<file path="src/rtl/multicycle_conunit_if.sv">
// Control/handshake bundle between the multi-cycle control unit and its datapath.
// The master side is the control unit; the slave side is the datapath and memory.
interface multicycle_conunit_if #(
    parameter int unsigned CNT_W = 32
);
    logic [5:0]       Op;
    logic [5:0]       Func;
    logic             Z;
    logic             Mrdy;
    logic             Mreq;
    logic             Iord;
    logic             IRwr;
    logic             Pcwr;
    logic [1:0]       Pcsrc;
    logic             Regrt;
    logic             Se;
    logic             Aluqb;
    logic [1:0]       Aluc;
    logic             Wreg;
    logic             Wmem;
    logic             Reg2reg;
    logic [2:0]       State;
    logic             Trap;
    logic [CNT_W-1:0] Icount;

    modport master (
        input  Op, Func, Z, Mrdy,
        output Mreq, Iord, IRwr, Pcwr, Pcsrc, Regrt, Se, Aluqb, Aluc,
        output Wreg, Wmem, Reg2reg, State, Trap, Icount
    );

    modport slave (
        output Op, Func, Z, Mrdy,
        input  Mreq, Iord, IRwr, Pcwr, Pcsrc, Regrt, Se, Aluqb, Aluc,
        input  Wreg, Wmem, Reg2reg, State, Trap, Icount
    );
endinterface

</file>
<file path="src/rtl/multicycle_conunit.sv">
// Multi-cycle MIPS-subset control FSM: IF/ID/EX/MEM/WB sequencing with a memory
// request/ready handshake, a retired-instruction counter and a sticky illegal-opcode trap.
module multicycle_conunit #(
    parameter int unsigned CNT_W = 32
) (
    input logic                 Clk,
    input logic                 Clr,
    multicycle_conunit_if.master bus
);
    localparam logic [2:0] StIf   = 3'd0;
    localparam logic [2:0] StId   = 3'd1;
    localparam logic [2:0] StEx   = 3'd2;
    localparam logic [2:0] StMem  = 3'd3;
    localparam logic [2:0] StWb   = 3'd4;
    localparam logic [2:0] StTrap = 3'd7;

    localparam logic [5:0] OpR    = 6'b000000;
    localparam logic [5:0] OpJ    = 6'b000010;
    localparam logic [5:0] OpBeq  = 6'b000100;
    localparam logic [5:0] OpBne  = 6'b000101;
    localparam logic [5:0] OpAddi = 6'b001000;
    localparam logic [5:0] OpAndi = 6'b001100;
    localparam logic [5:0] OpOri  = 6'b001101;
    localparam logic [5:0] OpLw   = 6'b100011;
    localparam logic [5:0] OpSw   = 6'b101011;

    localparam logic [5:0] FnAdd  = 6'b100000;
    localparam logic [5:0] FnSub  = 6'b100010;
    localparam logic [5:0] FnAnd  = 6'b100100;
    localparam logic [5:0] FnOr   = 6'b100101;

    logic [2:0]       state_q, state_d;
    logic             trap_q, trap_d;
    logic [CNT_W-1:0] icount_q, icount_d;

    logic is_r, r_add, r_sub, r_and, r_or, r_ok;
    logic is_j, is_beq, is_bne, is_br, is_addi, is_andi, is_ori, is_lw, is_sw, is_mem;
    logic legal, taken;
    logic mreq, iord, irwr, pcwr, wreg, wmem;
    logic [1:0] pcsrc, aluc;

    assign is_r    = (bus.Op == OpR);
    assign r_add   = is_r && (bus.Func == FnAdd);
    assign r_sub   = is_r && (bus.Func == FnSub);
    assign r_and   = is_r && (bus.Func == FnAnd);
    assign r_or    = is_r && (bus.Func == FnOr);
    assign r_ok    = r_add || r_sub || r_and || r_or;
    assign is_j    = (bus.Op == OpJ);
    assign is_beq  = (bus.Op == OpBeq);
    assign is_bne  = (bus.Op == OpBne);
    assign is_br   = is_beq || is_bne;
    assign is_addi = (bus.Op == OpAddi);
    assign is_andi = (bus.Op == OpAndi);
    assign is_ori  = (bus.Op == OpOri);
    assign is_lw   = (bus.Op == OpLw);
    assign is_sw   = (bus.Op == OpSw);
    assign is_mem  = is_lw || is_sw;
    assign legal   = r_ok || is_addi || is_andi || is_ori || is_mem || is_br;
    assign taken   = (is_beq && bus.Z) || (is_bne && !bus.Z);

    always_comb begin
        aluc = 2'b00;
        if (r_sub || is_br)        aluc = 2'b01;
        else if (r_and || is_andi) aluc = 2'b10;
        else if (r_or || is_ori)   aluc = 2'b11;
    end

    always_comb begin
        state_d = state_q;
        trap_d  = trap_q;
        mreq    = 1'b0;
        iord    = 1'b0;
        irwr    = 1'b0;
        pcwr    = 1'b0;
        pcsrc   = 2'b00;
        wreg    = 1'b0;
        wmem    = 1'b0;
        case (state_q)
            StIf: begin
                mreq = 1'b1;
                if (bus.Mrdy) begin
                    irwr    = 1'b1;
                    state_d = StId;
                end
            end
            StId: begin
                if (is_j) begin
                    pcwr    = 1'b1;
                    pcsrc   = 2'b11;
                    state_d = StIf;
                end else if (!legal) begin
                    trap_d  = 1'b1;
                    state_d = StTrap;
                end else begin
                    state_d = StEx;
                end
            end
            StEx: begin
                if (is_br) begin
                    pcwr    = 1'b1;
                    pcsrc   = taken ? 2'b10 : 2'b00;
                    state_d = StIf;
                end else if (is_mem) begin
                    state_d = StMem;
                end else begin
                    state_d = StWb;
                end
            end
            StMem: begin
                // Wmem is held for the whole access so the memory sees a stable request.
                mreq = 1'b1;
                iord = 1'b1;
                wmem = is_sw;
                if (bus.Mrdy) begin
                    if (is_sw) begin
                        pcwr    = 1'b1;
                        state_d = StIf;
                    end else begin
                        state_d = StWb;
                    end
                end
            end
            StWb: begin
                wreg    = 1'b1;
                pcwr    = 1'b1;
                state_d = StIf;
            end
            StTrap: ;
            default: state_d = StIf;
        endcase
    end

    // Retirement coincides exactly with the PC write.
    assign icount_d = icount_q + (pcwr ? CNT_W'(1) : '0);

    always_ff @(posedge Clk or posedge Clr) begin
        if (Clr) begin
            state_q  <= StIf;
            trap_q   <= 1'b0;
            icount_q <= '0;
        end else begin
            state_q  <= state_d;
            trap_q   <= trap_d;
            icount_q <= icount_d;
        end
    end

    // Write strobes are forced low while reset is held.
    assign bus.Mreq    = mreq;
    assign bus.Iord    = iord;
    assign bus.IRwr    = irwr && !Clr;
    assign bus.Pcwr    = pcwr && !Clr;
    assign bus.Pcsrc   = pcsrc;
    assign bus.Wreg    = wreg && !Clr;
    assign bus.Wmem    = wmem && !Clr;
    assign bus.Regrt   = !is_r;
    assign bus.Se      = !(is_andi || is_ori);
    assign bus.Aluqb   = is_r || is_br;
    assign bus.Aluc    = aluc;
    assign bus.Reg2reg = !is_lw;
    assign bus.State   = state_q;
    assign bus.Trap    = trap_q;
    assign bus.Icount  = icount_q;
endmodule

</file>
<file path="src/flat_wrapper.sv">
// flat-port wrapper written by rule: the top's interface ports become plain ports
module multicycle_conunit_flat 
#(
    parameter int unsigned CNT_W = 32
)
  (Clk, Clr, bus_Op, bus_Func, bus_Z, bus_Mrdy, bus_Mreq, bus_Iord, bus_IRwr, bus_Pcwr, bus_Pcsrc, bus_Regrt, bus_Se, bus_Aluqb, bus_Aluc, bus_Wreg, bus_Wmem, bus_Reg2reg, bus_State, bus_Trap, bus_Icount);
  multicycle_conunit_if #(.CNT_W(CNT_W)) bus_i ();
  input logic Clk;
  input logic Clr;
  input wire logic [$bits(bus_i.Op)-1:0] bus_Op;
  input wire logic [$bits(bus_i.Func)-1:0] bus_Func;
  input wire logic [$bits(bus_i.Z)-1:0] bus_Z;
  input wire logic [$bits(bus_i.Mrdy)-1:0] bus_Mrdy;
  output wire logic [$bits(bus_i.Mreq)-1:0] bus_Mreq;
  output wire logic [$bits(bus_i.Iord)-1:0] bus_Iord;
  output wire logic [$bits(bus_i.IRwr)-1:0] bus_IRwr;
  output wire logic [$bits(bus_i.Pcwr)-1:0] bus_Pcwr;
  output wire logic [$bits(bus_i.Pcsrc)-1:0] bus_Pcsrc;
  output wire logic [$bits(bus_i.Regrt)-1:0] bus_Regrt;
  output wire logic [$bits(bus_i.Se)-1:0] bus_Se;
  output wire logic [$bits(bus_i.Aluqb)-1:0] bus_Aluqb;
  output wire logic [$bits(bus_i.Aluc)-1:0] bus_Aluc;
  output wire logic [$bits(bus_i.Wreg)-1:0] bus_Wreg;
  output wire logic [$bits(bus_i.Wmem)-1:0] bus_Wmem;
  output wire logic [$bits(bus_i.Reg2reg)-1:0] bus_Reg2reg;
  output wire logic [$bits(bus_i.State)-1:0] bus_State;
  output wire logic [$bits(bus_i.Trap)-1:0] bus_Trap;
  output wire logic [$bits(bus_i.Icount)-1:0] bus_Icount;
  assign bus_i.Op = bus_Op;
  assign bus_i.Func = bus_Func;
  assign bus_i.Z = bus_Z;
  assign bus_i.Mrdy = bus_Mrdy;
  assign bus_Mreq = bus_i.Mreq;
  assign bus_Iord = bus_i.Iord;
  assign bus_IRwr = bus_i.IRwr;
  assign bus_Pcwr = bus_i.Pcwr;
  assign bus_Pcsrc = bus_i.Pcsrc;
  assign bus_Regrt = bus_i.Regrt;
  assign bus_Se = bus_i.Se;
  assign bus_Aluqb = bus_i.Aluqb;
  assign bus_Aluc = bus_i.Aluc;
  assign bus_Wreg = bus_i.Wreg;
  assign bus_Wmem = bus_i.Wmem;
  assign bus_Reg2reg = bus_i.Reg2reg;
  assign bus_State = bus_i.State;
  assign bus_Trap = bus_i.Trap;
  assign bus_Icount = bus_i.Icount;
  multicycle_conunit #(.CNT_W(CNT_W)) u_core (.Clk(Clk), .Clr(Clr), .bus(bus_i));
endmodule
</file>
<file path="config.mk">
export PLATFORM = sky130hd
export DESIGN_NAME = multicycle_conunit_flat
export DESIGN_NICKNAME = d
export VERILOG_FILES = /design/src/rtl/multicycle_conunit_if.sv /design/src/rtl/multicycle_conunit.sv /design/src/flat_wrapper.sv
export SDC_FILE = /design/constraint.sdc
export NUM_CORES = 1
export LEC_CHECK = 0
export CAP_MARGIN = 20
export CORE_MARGIN = 5
export CORE_UTILIZATION = 45
export DETAILED_ROUTE_END_ITERATION = 10
export HOLD_SLACK_MARGIN = 0.12
export PLACE_DENSITY = 0.79
export SLEW_MARGIN = 40
export SYNTH_ARGS = -nofsm -noshare
export SYNTH_HDL_FRONTEND = slang
export SYNTH_SLANG_ARGS = --single-unit
</file>
<file path="constraint.sdc">
create_clock -name Clk -period 3.4 [get_ports Clk]
set_input_delay 0.68 -clock Clk [delete_from_list [all_inputs] [get_ports Clk]]
set_output_delay 0.68 -clock Clk [all_outputs]
set_load 0.005 [all_outputs]
</file>
== Yosys cells after proc, flatten, opt, wreduce, memory -nomap -nowiden ==
Index checks and enable logic that the tools add are counted.

* Bitwise operators: 3
* Reductions and logical operators: 36
* Eq/ne operators: 19
* Multiplexer cells: 27
* $add $sub $neg: 1

{| class="wikitable"
|+ Operators by type and width
! cell !! count
|-
| $eq A6 B6 Y1 const B || 6
|-
| $add A32 B32 Y32 || 1
|-
| $mux W3 || 7
|-
| $eq A6 B4 Y1 const B || 3
|-
| $logic_or A1 B1 Y1 || 16
|-
| $pmux W3 S5 || 1
|-
| $eq A6 B3 Y1 const B || 2
|-
| $mux W2 || 6
|-
| $mux W1 || 11
|-
| $logic_and A1 B1 Y1 || 10
|-
| $eq A3 B2 Y1 const B || 2
|-
| $eq A3 B3 Y1 const B || 2
|-
| $eq A6 B2 Y1 const B || 1
|-
| $logic_not A6 Y1 || 1
|-
| $reduce_and A3 Y1 || 2
|-
| $logic_not A1 Y1 || 5
|-
| $ne A2 B2 Y1 const B || 2
|-
| $pmux W1 S4 || 1
|-
| $pmux W2 S2 || 1
|-
| $eq A3 B1 Y1 const B || 1
|-
| $logic_not A3 Y1 || 1
|-
| $not A1 Y1 || 3
|-
| $reduce_or A2 Y1 || 1
|}

* Output and inout bits: 50
* Bits in registers: 36
* Input port bits: 16
* Word-level logic and storage cells: 89

== Logic depth before layout (Yosys ltp) ==
Gate-level depths: netlist (run 1).

* Depth after elaboration: 13
* Mapped depth: 12
* Depth with buffers taken out: 11

== Least setup slack after synthesis (run 1) ==
OpenSTA, ideal clock, no wires.

* Path kind: input port to flip-flop
* From: input port bus_Op[1]
* To: register u_core.icount_q[30], in the netlist u_core.bus.Icount[30]
* Arrival: 2.788 ns
* Path buffers: 1
* Path slack: 0.533 ns
* Setup time: 0.079 ns
* Data required time: 3.321 ns
* Stages: 12
* Cells stage by stage: clkbuf_1 -> nand4b_1 -> nor2_1 -> and3_1 -> a221o_1 -> ha_1 -> ha_1 -> nand2_1 -> nor4_4 -> nand3_2 -> nor3_2 -> xor2_1

* Cells in the longest elaborated chain, start to end: 6
* Elaborated cells on any way between the ends: 12
* Those cells by class: add/sub (1); eq/ne (4); mux (6); reduce/logical (1)

{| class="wikitable"
|+ RTL lines
! item !! line !! source
|-
| from (decl) || flat_wrapper.sv:10 || <nowiki>input wire logic [$bits(bus_i.Op)-1:0] bus_Op;</nowiki>
|-
| $eq A6 B6 Y1, or another cell as far along || multicycle_conunit.sv:56 || <nowiki>assign is_sw = (bus.Op == OpSw);</nowiki>
|-
| $mux W1 / $logic_or A1 B1 Y1 (equally long branches) || multicycle_conunit.sv:115, multicycle_conunit.sv:51 ||
|-
| $mux W1, on equally long branches || multicycle_conunit.sv:114, multicycle_conunit.sv:99 ||
|-
| $pmux W1 S4 * || multicycle_conunit.sv:78 || <nowiki>case (state_q)</nowiki>
|-
| $mux W1 * || multicycle_conunit.sv:134 || <nowiki>assign icount_d = icount_q + (pcwr ? CNT_W'(1) : '0);</nowiki>
|-
| $add A32 B32 Y32 * || multicycle_conunit.sv:134 ||
|-
| net u_core.icount_d[30] || multicycle_conunit.sv:34 || <nowiki>logic [CNT_W-1:0] icount_q, icount_d;</nowiki>
|-
| to (signal assigned) || multicycle_conunit.sv:144 || <nowiki>icount_q <= icount_d;</nowiki>
|-
| to (decl) || multicycle_conunit.sv:34 ||
|}

The timed path passes the listed nets; every way through them passes the cells marked *.
A chain may end at the register's enable or synchronous reset.

== Final worst setup path (run 1) ==
* From: input port bus_Op[3]
* To: output port bus_Pcwr

* Cells in the longest elaborated chain, start to end: 5
* Elaborated cells on any way between the ends: 11
* Those cells by class: eq/ne (4); mux (5); reduce/logical (2)

{| class="wikitable"
|+ RTL lines
! item !! line !! source
|-
| $eq A6 B6 Y1, or another cell as far along || multicycle_conunit.sv:56 ||
|-
| $mux W1 / $logic_or A1 B1 Y1 (equally long branches) || multicycle_conunit.sv:115, multicycle_conunit.sv:51 ||
|-
| $mux W1, on equally long branches || multicycle_conunit.sv:114, multicycle_conunit.sv:99 ||
|-
| $pmux W1 S4 * || multicycle_conunit.sv:78 ||
|-
| $logic_and A1 B1 Y1 * || multicycle_conunit.sv:152 || <nowiki>assign bus.Pcwr = pcwr && !Clr;</nowiki>
|-
| to (decl) || flat_wrapper.sv:17 || <nowiki>output wire logic [$bits(bus_i.Pcwr)-1:0] bus_Pcwr;</nowiki>
|}

Every way passes the cells marked *; elsewhere a longest branch is shown, timed or not.

==> results of run 1 <==
cells in the final DEF, fill, tap and decap left out, types with 6 or more instances in the layout:
cell type | netlist | final
clkdlybuf4s50_1 | 0 | 63
dfrtp_1 | 36 | 36
nand2_1 | 20 | 20
nor2_1 | 20 | 20
xnor2_1 | 16 | 16
xor2_1 | 14 | 14
buf_4 | 0 | 13
nand3_1 | 11 | 11
clkbuf_8 | 0 | 7
inv_1 | 6 | 6
a21oi_1 | 6 | 6
layer usage:
metal  GRT usage [%]  vias to the layer above  wire length [um]
met5               0                        -                 0
met4            5.16                        0                68
met3            6.16                        7               403
met2            26.4                       57              2150
met1            19.2                      778              1950
li1                -                      830                 -
cell type report:
type                    count  area (um^2)
fillers                   331         1390
multi-input cells         147         1030
clock buffers               7         96.3
repair buffers             78          753
clock inverters             1         30.0
flip-flops and latches     36          901
inverters                   6         22.5
well taps                  52         65.1
state kept, by name (all words and copies together) (netlist names):
name and count:
u_core.bus.State 3, u_core.bus.Trap 1, u_core.bus.Icount 32
timing repair:
action | in CTS | in global routing
hold buffers | 0 | 0
setup endpoints to repair | 0 | 4
resized for setup | 0 | 5
worst max-delay path, cell delays in order:
cell	delay, ps
clkdlybuf4s50_1	500
nor4_2	320
nand4b_1	160
a21oi_1	150
a221o_1	140
and2_1	120
clkdlybuf4s50_1	500
power by group:
part           leakage, nW  switching (mW)  internal (mW)  total (mW)
clock network       0.0645           0.145          0.259       0.404
registers            0.480          0.0891          0.475       0.564
logic                0.777           0.137          0.208       0.344
total                 1.32           0.371          0.941        1.31
worst paths after layout:
| check | cells after the start | to |
|---|---|---|
| hold reg to reg | 1 | u_core.bus.Trap |
| setup / recovery | 7 | bus_Pcwr |
| setup reg to reg | 11 | u_core.bus.Icount[22] |
| min in group asynchronous | 3 | u_core.bus.Icount[1] |
| hold / removal | 1 | u_core.bus.Trap |
| max in group asynchronous | 3 | u_core.bus.Icount[25] |
metrics by stage:
step,worst slack (ps),setup TNS (ps)
floorplan,533,0
global route,9.57,0
global placement,56.5,0
CTS,69.2,0
finish,144,0
detailed placement,-8.37,-8.37
cell families after synthesis:
logic type / after synthesis / synth area share, %
adder cells (fa/ha/maj): 2 / 1.28
AND/OR/NAND/NOR: 97 / 31.0
flip-flops: 36 / 46.1
buffers and inverters: 9 / 1.73
AO/OA/AOI/OAI: 16 / 5.06
XOR/XNOR: 31 / 14.3
multiplexers: 1 / 0.512
==> results by group, run 1 <==
Yosys
  – Synth top area share: between 40% and 50%
  – Post-Syn Nets: 210
  – Sequential area share after synthesis: a little under half
  – Synthesis Warnings: 0
  – EDFF count, synth: 0
  – FF+latch count, synth: 36
  – Count leader, synth: dfrtp_1
  – Avg Cell Area, Syn: slightly above 10 um^2
  – Commonest cells in the netlist: dfrtp_1 (36), nand2_1 (20), nor2_1 (20)
  – Async SR Flop Fraction: 100%
  – Post-synth top flop: dfrtp_1
  – Yosys cell types: 41
  – Post-Syn Instances: 192
  – Synthesized cell area: a little under 2000 um^2
  – Synth area leader: dfrtp_1
  – Area contributors post-synth: dfrtp_1 (46%), xnor2_1 (7.2%), xor2_1 (6.3%), nand2_1 (3.8%), nor2_1 (3.8%)

Routing
  – Detailed-route wire length: between 4 and 5 mm
  – Via count: 1672
  – Initial DRC count: 67
  – Drt drc: 0
  – DR vias/cell: between 5 and 6
  – Post-route ant nets: 0
  – Drt pass-1 iters: 4
  – Wire length per cell: 14.0 um

Timing
  – Max Fclk: 307 MHz
  – Final worst-path cycle share: 95.8%
  – Relative max-transition margin: 70.7%
  – Worst Tran Pin Value: 440 ps
  – Crit path time final: approximately 3300 ps
  – Smallest hold slack: roughly 470 ps
  – Final Hold Vio Count: 0
  – Endpoints failing setup: 0
  – Fin. max-slew vios: 0
  – Worst Skew: between 4 and 5 ps
  – Unrepaired setup endpoints after global routing: false

Final layout
  – Design area: between 2000 and 3000 um^2
  – Non-Filler Instances: 327
  – N_diodes: 0
  – Layout cells sized above 1: between 10 and 15%
  – Post-layout util: 67.6%
  – Area Overhead vs Synth: 48.5%
  – Nets@finish: 292

Floorplanning
  – Effective utilization at floorplan: 45.5%
  – I/O pins: 66
  – Die X: approximately 76 um
  – Die height: 75.9 um
  – DIE AREA: around 5800 um^2
  – Core Area: about 4300 um^2
  – Rows: 24

GRT
  – First-pass GRT wire length: between 7 and 8 mm
  – Overflow after GRT: 0
  – Largest net degree at the start of global routing: 37
  – Vias in the first global route: 1700
  – Initial antenna violation count: 0
  – GRT Total Usage: ~16%

CTS
  – H-tree levels: 2
  – Num CTS Buffers: 5
  – Setup Fix Bufs, Post-CTS: 0
  – Root buffer cell: clkbuf_8
  – Worst skew pair latency: 280 ps
  – CTS tree: done
  – Clock Sink Count: 36
  – Clk slew on worst S/H paths: 70 ps
  – CTS max path bufs: 2

Hold path
  – Hold Crit Class: reg -> reg
  – Hold_sp: u_core.bus.Trap

Worst setup path
  – FF-to-FF Start: u_core.bus.State[1]
  – WP data required: between 2000 and 3000 ps
  – Critical Path AT: between 2000 and 3000 ps
  – FF-to-FF setup slack: 800 ps
  – Critical path type: in -> out
  – Worst-path maximum fanout: 5
  – Critical Path End Type: output pin
  – Critical path startpoint category: input pin
  – Critical path origin: bus_Op[3]

Placed design
  – GPL Wtd Cong: 0.898
  – IO buf count: 65
  – Dpl hpwl: approximately 3.6 mm
  – Placed inst area: 2760 um^2
  – Inst Count DP: 319

Run
  – Max Cap Violations: 0

Power
  – Power Density: 452 nW/um^2
  – Leak: approximately 1.3 nW
  – Max VDD drop: roughly 220 uV
  – Total power: about 1.3 mW

Run status
  – Status: completed
Note: power is estimated with default switching activity, not from simulation.
==> run 2, diff against run 1 <==
--- a/config.mk
+++ b/config.mk
@@ -6,7 +6,7 @@
 export NUM_CORES = 1
 export LEC_CHECK = 0
 export CAP_MARGIN = 20
-export CORE_MARGIN = 5
+export CORE_MARGIN = 1.5
 export CORE_UTILIZATION = 45
 export DETAILED_ROUTE_END_ITERATION = 10
 export HOLD_SLACK_MARGIN = 0.12
==> run 2 against run 1 <==
Effect of this change: setup slack got worse by 39 ps; routed wire length fell by 4.3%; global-route usage rose by 3.5 points; sequential power barely moved; cell count fell by 0.92%; clock power fell by 25%; critical path depth did not move; via count rose by 2.0%; largest power group unchanged.
==> results by group, run 2 (same netlist as run 1, synthesis figures left out) <==
GRT
  – First-pass GRT wire length: 6.87 mm (-12%)
  – Largest net degree at the start of global routing: 32 (-14%)
  – Overflow after GRT: 0 (unchanged)
  – GRT Total Usage: 19.6% (+3.5 points)
  – Initial antenna violation count: 0 (unchanged)
  – Vias in the first global route: 1635 (-3.8%)

Placed design
  – IO buf count: 65 (unchanged)
  – Dpl hpwl: 3.38 mm (-7.1%)
  – Placed inst area: 2750 um^2 (-0.36%)
  – Place WS: -20.5 ps (-12.1 ps)
  – GPL Wtd Cong: 0.849 (-5.5%)

Hold path
  – Hold Crit Class: reg -> reg
  – Hold Path End: u_core.bus.Icount[31]
  – Hold depth: 1 (unchanged)
  – Hold_sp: u_core.bus.Icount[31]

Worst setup path
  – Critical Path AT: 2620 ps (+40 ps)
  – WP data required: 2720 ps (about the same)
  – Worst r2r path cells: 11 (unchanged)
  – Worst-path maximum fanout: 5 (unchanged)
  – FF-to-FF setup slack: 780 ps (-20 ps)
  – Critical path startpoint category: input pin
  – Critical path type: in -> out
  – FF-to-FF Start: u_core.bus.State[1]
  – Critical Path End Type: output pin
  – Reg2reg end: u_core.bus.Icount[30]

Floorplanning
  – Die height: 68.9 um (-9.2%)
  – I/O pins: 66 (unchanged)
  – Core Area: 4090 um^2 (-4.8%)
  – Effective utilization at floorplan: 47.8% (+2.3 points)
  – DIE AREA: 4750 um^2 (-18%)
  – Rows: 23 (-4.2%)
  – Die X: 68.9 um (-9.2%)

CTS
  – Clk slew on worst S/H paths: 70 ps (about the same)
  – Num CTS Buffers: 5 (unchanged)
  – H-tree levels: 2 (unchanged)
  – Worst skew pair latency: 290 ps (about the same)
  – Root buffer cell: clkbuf_8
  – CTS tree: done
  – Clock Sink Count: 36 (unchanged)
  – Hold_buf cts: 0 (unchanged)
  – CTS max path bufs: 2 (unchanged)

Routing
  – DR vias/cell: 5.26 (+2.9%)
  – Via count: 1705 (+2.0%)
  – Initial DRC count: 104 (+55%)
  – Wire length per cell: 13.5 um (-3.4%)
  – Post-route ant nets: 0 (unchanged)
  – Drt pass-1 iters: 4 (unchanged)
  – Drt drc: 0 (unchanged)
  – Detailed-route wire length: 4.37 mm (-4.3%)

Power
  – Max VDD drop: 193 uV (-13%)
  – Leak: 1.29 nW (-2.1%)
  – Power Density: 421 nW/um^2 (-7.0%)

Timing
  – Worst Tran Pin Value: 382 ps (-58.2 ps)
  – Final worst-path cycle share: 96.9% (+1.2 points)
  – Crit path time final: 3300 ps (+39.3 ps)
  – Fin. max-slew vios: 0 (unchanged)
  – Max Fclk: 303 MHz (-1.2%)
  – Endpoints failing setup: 0 (unchanged)
  – Setup ws final: 104 ps (-39.3 ps)
  – Worst Skew: 6.31 ps (+1.89 ps)
  – Final Hold Vio Count: 0 (unchanged)
  – Relative max-transition margin: 74.2% (+3.5 points)

Run
  – Max Cap Violations: 0 (unchanged)

Final layout
  – Layout fillers: 334 (+0.91%)
  – Area Overhead vs Synth: 46.5%
  – Design area: 2860 um^2 (-1.3%)
  – N_diodes: 0 (unchanged)
  – Largest register FFs: 32 (unchanged)
  – Layout cells sized above 1: 14.2% (-0.31 points)
  – Nets@finish: 291 (-0.34%)
  – Most frequent cells in the layout: clkdlybuf4s50_1 (64), dfrtp_1 (36), nand2_1 (20), nor2_1 (20), xnor2_1 (16)
  – Commonest non-fill, non-tap cell in the layout: clkdlybuf4s50_1

Run status
  – Status: completed
[run 2: cell types whose count changed in the layout (fill, tap and decap cells not counted)]
cell	previous run	this run
clkdlybuf4s50_1	63	64
nor4_4	2	3
nor4_2	1	0
buf_4	13	12
bufinv_16	1	0
clkbuf_8	7	6
dlymetal6s2s_1	2	1
clkinv_2	0	2
[run 2: stage by stage]
step	util [%]	hold slack [ps]	total power [mW]	cells	TNS, ps
final	70.1	472	1.20	324	0
after global routing	70.1	498	1.28	324	-35.7
after CTS	69.5	480	1.22	324	0
after detailed placement	67.2	463	0.909	316	-36.3
after global placement	67.2	450	0.903	316	0
after floorplan	-	459	0.706	192	0
[run 2: how the worst max path moves through the flow]
| stage | startpoint | to | slack, ps | cells after the start |
|---|---|---|---|---|
| 2_1_floorplan | bus_Op[1] | u_core.bus.Icount[30] | 530 | 12 |
| 3_3_place_gp | bus_Op[2] | bus_Pcwr | 80 | 7 |
| 3_5_place_dp | bus_Op[2] | u_core.bus.Icount[30] | -20 | 12 |
| 4_1_cts | bus_Op[2] | bus_Pcwr | 40 | 7 |
| 5_1_grt | bus_Op[2] | bus_Pcwr | -40 | 7 |
| 6_report | bus_Op[2] | bus_Pcwr | 100 | 7 |
[run 2: repair_timing]
action | in CTS | in global routing
setup buffers | 0 | 0
resized for setup | 0 | 5
setup endpoints to repair | 0 | 2
[run 2: power breakdown]
part | internal, mW | switching [mW]
registers | 0.475 | 0.0878
clock network | 0.161 | 0.143
logic | 0.207 | 0.130
[run 2: per-layer routing]
metal / up-vias / wire, um / part of all wire [%] / track usage (%)
met5: - / 0 / 0 / 0
met4: 0 / 81 / 1.9 / 9.07
met2: 64 / 2150 / 49 / 33.2
met1: 807 / 1830 / 42 / 23.3
met3: 7 / 313 / 7.2 / 4.87
li1: 827 / - / - / -
[run 2: cell type report]
cell class	instances	area, um^2	area share, %
timing repair buffer	77	743	26.0
tap	50	62.6	2.18
inverter	6	22.5	0.786
clock inverter	2	10.0	0.349
sequential	36	901	31.5
multi-input combinational	147	1040	36.4
clock buffer	6	82.6	2.88
[run 2: worst max-delay path: stages]
cell and delay (ps):
clkdlybuf4s50_1 580, nor2b_2 240, nand4_1 160, a21oi_1 180, a221o_1 140, and2_1 140, clkdlybuf4s50_1 500
